===== src/rtl/button_pulse.sv =====
// button_pulse: two-flop synchronizer, debounce FSM and optional
// auto-repeat for a mechanical push button. Produces a registered press/repeat
// strobe, a release strobe and the debounced level.
module button_pulse #(
  parameter int DEBOUNCE_CYCLES = 16,
  parameter bit REPEAT_EN       = 1'b1,
  parameter int REPEAT_DELAY    = 64,
  parameter int REPEAT_PERIOD   = 16
) (
  input  logic clk,
  input  logic rst,
  input  logic btn_in,
  output logic pulse,
  output logic rel_pulse,
  output logic level
);

  // Debounce counter only ever reaches DEBOUNCE_CYCLES-1; repeat counter only
  // reaches the larger of the two repeat intervals minus one. One spare bit
  // keeps both clear of any wrap.
  localparam int DW   = $clog2(DEBOUNCE_CYCLES) + 1;
  localparam int RMAX = (REPEAT_DELAY > REPEAT_PERIOD) ? REPEAT_DELAY : REPEAT_PERIOD;
  localparam int RW   = $clog2(RMAX) + 1;

  localparam logic [DW-1:0] DLAST   = DW'(DEBOUNCE_CYCLES - 1);
  localparam logic [RW-1:0] RDLAST  = RW'(REPEAT_DELAY - 1);
  localparam logic [RW-1:0] RPLAST  = RW'(REPEAT_PERIOD - 1);
  localparam logic [DW-1:0] DONE    = DW'(1);
  localparam logic [RW-1:0] RONE    = RW'(1);

  // Illegal parameter values are caught at elaboration.
  if (DEBOUNCE_CYCLES < 2) begin : g_chk_db
    $error("button_pulse: DEBOUNCE_CYCLES must be >= 2");
  end
  if (REPEAT_DELAY < 2) begin : g_chk_rd
    $error("button_pulse: REPEAT_DELAY must be >= 2");
  end
  if (REPEAT_PERIOD < 1) begin : g_chk_rp
    $error("button_pulse: REPEAT_PERIOD must be >= 1");
  end

  typedef enum logic [1:0] {
    S_IDLE      = 2'd0,
    S_PRESS_CHK = 2'd1,
    S_HELD      = 2'd2,
    S_REL_CHK   = 2'd3
  } state_e;

  typedef enum logic {
    PH_DELAY  = 1'b0,
    PH_PERIOD = 1'b1
  } phase_e;

  state_e          state_q, state_d;
  phase_e          phase_q, phase_d;
  logic [DW-1:0]   dcnt_q, dcnt_d;
  logic [RW-1:0]   rcnt_q, rcnt_d;
  logic            sync1_q, btn_s;
  logic            pulse_q, pulse_d;
  logic            rel_q, rel_d;
  logic            level_q, level_d;

  // Two-flop synchronizer: the only place btn_in is sampled.
  always_ff @(posedge clk or posedge rst) begin
    if (rst) begin
      sync1_q <= 1'b0;
      btn_s   <= 1'b0;
    end else begin
      sync1_q <= btn_in;
      btn_s   <= sync1_q;
    end
  end

  // FSM state register.
  always_ff @(posedge clk or posedge rst) begin
    if (rst) state_q <= S_IDLE;
    else     state_q <= state_d;
  end

  // Next-state logic: a level change is accepted only after DEBOUNCE_CYCLES
  // consecutive samples agree; any disagreement aborts the check.
  always_comb begin
    state_d = state_q;
    case (state_q)
      S_IDLE: begin
        if (btn_s) state_d = S_PRESS_CHK;
      end
      S_PRESS_CHK: begin
        if (!btn_s)               state_d = S_IDLE;
        else if (dcnt_q == DLAST) state_d = S_HELD;
      end
      S_HELD: begin
        if (!btn_s) state_d = S_REL_CHK;
      end
      S_REL_CHK: begin
        if (btn_s)                state_d = S_HELD;
        else if (dcnt_q == DLAST) state_d = S_IDLE;
      end
      default: state_d = S_IDLE;
    endcase
  end

  // Output / datapath logic: counter updates and the strobes that will be
  // registered on this edge.
  always_comb begin
    dcnt_d  = dcnt_q;
    rcnt_d  = rcnt_q;
    phase_d = phase_q;
    pulse_d = 1'b0;
    rel_d   = 1'b0;
    level_d = (state_d == S_HELD) || (state_d == S_REL_CHK);
    case (state_q)
      S_IDLE: begin
        dcnt_d = '0;
      end
      S_PRESS_CHK: begin
        if (!btn_s) begin
          dcnt_d = '0;
        end else if (dcnt_q == DLAST) begin
          // Press accepted: strobe once and restart the repeat schedule.
          pulse_d = 1'b1;
          dcnt_d  = '0;
          rcnt_d  = '0;
          phase_d = PH_DELAY;
        end else begin
          dcnt_d = dcnt_q + DONE;
        end
      end
      S_HELD: begin
        if (!btn_s) begin
          dcnt_d = '0;
        end else if (REPEAT_EN) begin
          // Only held cycles with the button still seen high advance the
          // repeat schedule.
          if (phase_q == PH_DELAY) begin
            if (rcnt_q == RDLAST) begin
              pulse_d = 1'b1;
              rcnt_d  = '0;
              phase_d = PH_PERIOD;
            end else begin
              rcnt_d = rcnt_q + RONE;
            end
          end else begin
            if (rcnt_q == RPLAST) begin
              pulse_d = 1'b1;
              rcnt_d  = '0;
            end else begin
              rcnt_d = rcnt_q + RONE;
            end
          end
        end
      end
      S_REL_CHK: begin
        // rcnt/phase are frozen here so a short glitch only pauses the cadence.
        if (btn_s) begin
          dcnt_d = '0;
        end else if (dcnt_q == DLAST) begin
          rel_d  = 1'b1;
          dcnt_d = '0;
        end else begin
          dcnt_d = dcnt_q + DONE;
        end
      end
      default: begin
        dcnt_d = '0;
      end
    endcase
  end

  // Counters, phase and registered outputs.
  always_ff @(posedge clk or posedge rst) begin
    if (rst) begin
      dcnt_q  <= '0;
      rcnt_q  <= '0;
      phase_q <= PH_DELAY;
      pulse_q <= 1'b0;
      rel_q   <= 1'b0;
      level_q <= 1'b0;
    end else begin
      dcnt_q  <= dcnt_d;
      rcnt_q  <= rcnt_d;
      phase_q <= phase_d;
      pulse_q <= pulse_d;
      rel_q   <= rel_d;
      level_q <= level_d;
    end
  end

  assign pulse     = pulse_q;
  assign rel_pulse = rel_q;
  assign level     = level_q;

endmodule


===== config.mk =====
export PLATFORM = sky130hd
export DESIGN_NAME = button_pulse
export DESIGN_NICKNAME = d
export VERILOG_FILES = /design/src/rtl/button_pulse.sv
export SDC_FILE = /design/constraint.sdc
export NUM_CORES = 1
export LEC_CHECK = 0
export ABC_AREA = 1
export BUFFER_PORTS_ARGS = -buffer_cell sky130_fd_sc_hd__clkbuf_2
export CORE_MARGIN = 3
export CORE_UTILIZATION = 62
export CTS_BUF_LIST = sky130_fd_sc_hd__clkbuf_4 sky130_fd_sc_hd__clkbuf_8
export CTS_CLUSTER_DIAMETER = 30
export DETAILED_ROUTE_END_ITERATION = 12
export GPL_TIMING_DRIVEN = 1
export PLACE_DENSITY = 0.81
export SLEW_MARGIN = 20
export SYNTH_ARGS = -nofsm -noshare
export SYNTH_HDL_FRONTEND = slang
export SYNTH_SLANG_ARGS = --single-unit

===== constraint.sdc =====
create_clock -name clk -period 2 [get_ports clk]
set_input_delay 0.6 -clock clk [delete_from_list [all_inputs] [get_ports clk]]
set_output_delay 0.6 -clock clk [all_outputs]
set_load 0.005 [all_outputs]

==> metrics.md <==
| Metric | Value |
|---|---|
| Worst hold path type | `in -> async` |
| Die extent in y | `48.19 µm` |
| Total track usage | `20.96%` |
| First-pass GRT wire length | `3353 µm` |
| GPL Wtd Cong | `0.9086` |
| H-tree levels | `1` |
| IO Pins | `6` |
| Initial antenna violation count | `0` |
| Final Core Density | `75.51%` |
| Post-synth EDFFs | `0` |
| Initial core utilization | `69.23%` |
| Post-DP HPWL | `1551 µm` |
| Clock Tree Root | `clkbuf_4` |
| Final Hold Fails | `0` |
| Crit Path Max Fanout | `10` |
| Critical path capture point type | `flip-flop` |
| Post-route insts no fill | `168` |
| Number of global-route vias before repair | `803` |
| Final period utilization | `86.73%` |
| Area grow syn2layout | `9.070%` |
| Syn avg cell area | `8.114 µm²` |
| Later-pin clock latency in the skew report | `0.31 ns` |
| Total Die Area | `0.002322 mm²` |
| CP startpoint kind | `flip-flop` |
| Final #Nets | `154` |
| Relative slew slack | `76.69%` |
| Reg clk slew, reported paths | `0.12 ns` |
| Worst EP required | `2.23 ns` |
| Seq cells post-synth | `20` |
| Min Tclk post-route | `1.735 ns` |
| Number of routed nets with antenna violations | `0` |
| Hold slack final | `0.2690 ns` |
| Area of the multi-input gates | `520.5 µm²` |
| Via count | `883` |
| Num CTS Buffers | `3` |
| Worst path cell trace | `inv_1, ha_1, nand2_4, nand2_2, a21boi_4, nand2_1, a21oi_1` |
| Post-CTS setup buffer count | `0` |
| Arr. time, crit path | `1.97 ns` |
| Worst path slowest cell | `dfrtp_1` |
| Unrepaired setup endpoints after global routing | `no` |
| Overflow after GRT | `0` |
| Total routed wirelength | `2079 µm` |
| Final setup viols | `0` |
| Total power | `1.389 mW` |
| Clock sink total | `20` |
| Max Root-Sink Buffers | `2` |
| FILL cells | `117` |
| Mapped Area | `0.001104 mm²` |
| Chip Width | `48.19 µm` |
| Slew @ Worst Pin | `0.3473 ns` |
| # placed instances | `164` |
| Port bufs | `5` |
| F_max | `576.5 MHz` |
| Pins over their slew limit | `0` |
| CTS resizes | `0` |
| Post-synth cell types | `19` |
| Final setup TNS | `0 ns` |
| Sequential area share after synthesis | `45.35%` |
| Row cnt | `14` |
| Placed Area | `0.001151 mm²` |
| Power per Cell Area | `1154 mW/mm²` |
| # DRC | `0` |
| Iter 0 DRT Violations | `19` |
| Core ar. | `0.001594 mm²` |
| CP bufs+invs | `1` |
| Maximum vdd drop | `910.5 µV` |
| Gate Count Post-Synth | `136` |
| First-pass detailed-route iteration total | `4` |
| Ys Warns | `0` |
| Sequential cell area | `500.5 µm²` |
| # diodes | `0` |
| Post-route setup slack | `0.2655 ns` |
| Synth Flop Type | `dfrtp_1` |
| Worst Skew | `0.003802 ns` |
| Status | `completed` |
| Routed len/inst | `12.38 µm` |
| Slowest stage delay, CP | `0.46 ns` |
| CP top delay family | `flip-flops` |
| Asr flop ratio synth | `100.0%` |
| Via density | `5.256` |
| Largest net degree at the start of global routing | `21` |
| Max cap viols | `0` |
| Post-layout instance area | `0.001204 mm²` |
| Lkg Pwr | `0.6149 nW` |
| DP Worst Slack | `0.3071 ns` |
| CTS tree | `done` |
| Crit Path Category | `reg -> reg` |
| Net Count, Synth | `145` |
| CTS Hold Bufs | `0` |
| Share of cells above drive strength 1 | `10.42%` |
==> kinds of logic (layout without fill, tap and decap cells) <==
logic type               after synthesis  count (layout)  synth area share [%]
buffers and inverters                 20              28                 7.482
XOR/XNOR                               1               1                0.7938
AO/OA/AOI/OAI                         24              24                 12.24
multiplexers                           1               1                0.9071
adder cells (fa/ha/maj)                6               6                 6.803
flip-flops                            20              20                 45.35
AND/OR/NAND/NOR                       64              64                 26.42
==> final cells by class <==
type / instances / share of cell area (%)
clock buffers: 3 / 1.871
clock inverters: 1 / 2.495
inverters: 18 / 5.613
multi-input cells: 96 / 43.24
flip-flops and latches: 20 / 41.58
well taps: 24 / 2.495
repair buffers: 6 / 2.703
==> report_power, final <==
group	leakage [nW]	internal [mW]	switching, mW
Sequential	0.266	0.476	0.0705
Combinational	0.321	0.185	0.321
Clock	0.0279	0.203	0.133
==> synthesized netlist by cell type (2+ instances only) <==
master,instances,area share (%)
a21oi_1,15,6.8
buf_4,2,1.4
dfrtp_1,20,45
ha_1,6,6.8
inv_1,18,6.1
nand2_1,34,12
nand2_2,2,1.1
nand3_1,11,5.0
nand4_1,2,1.1
nor2_1,11,3.7
nor3_1,2,0.91
o21ai_0,5,2.3
o21ai_1,2,0.91
==> tightest hold or removal path, cell delays in order <==
cell      delay [ns]
clkbuf_2        0.08
inv_1           0.04
buf_4           0.26
==> layout by cell type, fill, tap and decap left out, types with 2 or more instances in the layout <==
master,instances
nand3_1,11
dfrtp_1,20
nor3_1,2
clkbuf_4,3
nand2_1,34
nand2_2,2
clkbuf_2,5
o21ai_1,2
ha_1,6
nand4_1,2
nor2_1,11
o21ai_0,5
a21oi_1,15
inv_1,18
==> per-layer routing <==
| metal | track usage, % | vias up | share of wire (%) | wire length, µm |
|---|---|---|---|---|
| li1 | - | 457 | - | - |
| met1 | 27.38 | 398 | 45 | 930 |
| met2 | 34.38 | 23 | 49 | 1028 |
| met3 | 4.059 | 5 | 4.2 | 87 |
| met4 | 7.527 | 0 | 1.5 | 31 |
| met5 | 0 | - | 0 | 0 |
==> path summary, 6_finish.rpt <==
| kind | start | end | slack (ns) | cells after the start |
|---|---|---|---|---|
| worst min-delay path | rst | dcnt_q[2] | 0.27 | 3 |
| worst min register to register | sync1_q | btn_s | 0.37 | 0 |
| min in group clk | sync1_q | btn_s | 0.37 | 0 |
| worst max register to register | state_q[0] | rcnt_q[2] | 0.27 | 7 |
| worst max-delay path | state_q[0] | rcnt_q[2] | 0.27 | 7 |
| max in group asynchronous | rst | rcnt_q[5] | 1.52 | 3 |
==> state kept, by name, indices dropped and copies added (netlist names) <==
| register | cells |
|---|---|
| rel_pulse | 1 |
| sync1_q | 1 |
| phase_q | 1 |
| rcnt_q | 7 |
| state_q | 2 |
| pulse | 1 |
| dcnt_q | 5 |
| level | 1 |
| btn_s | 1 |
Note: power is estimated with default switching activity, not from simulation.
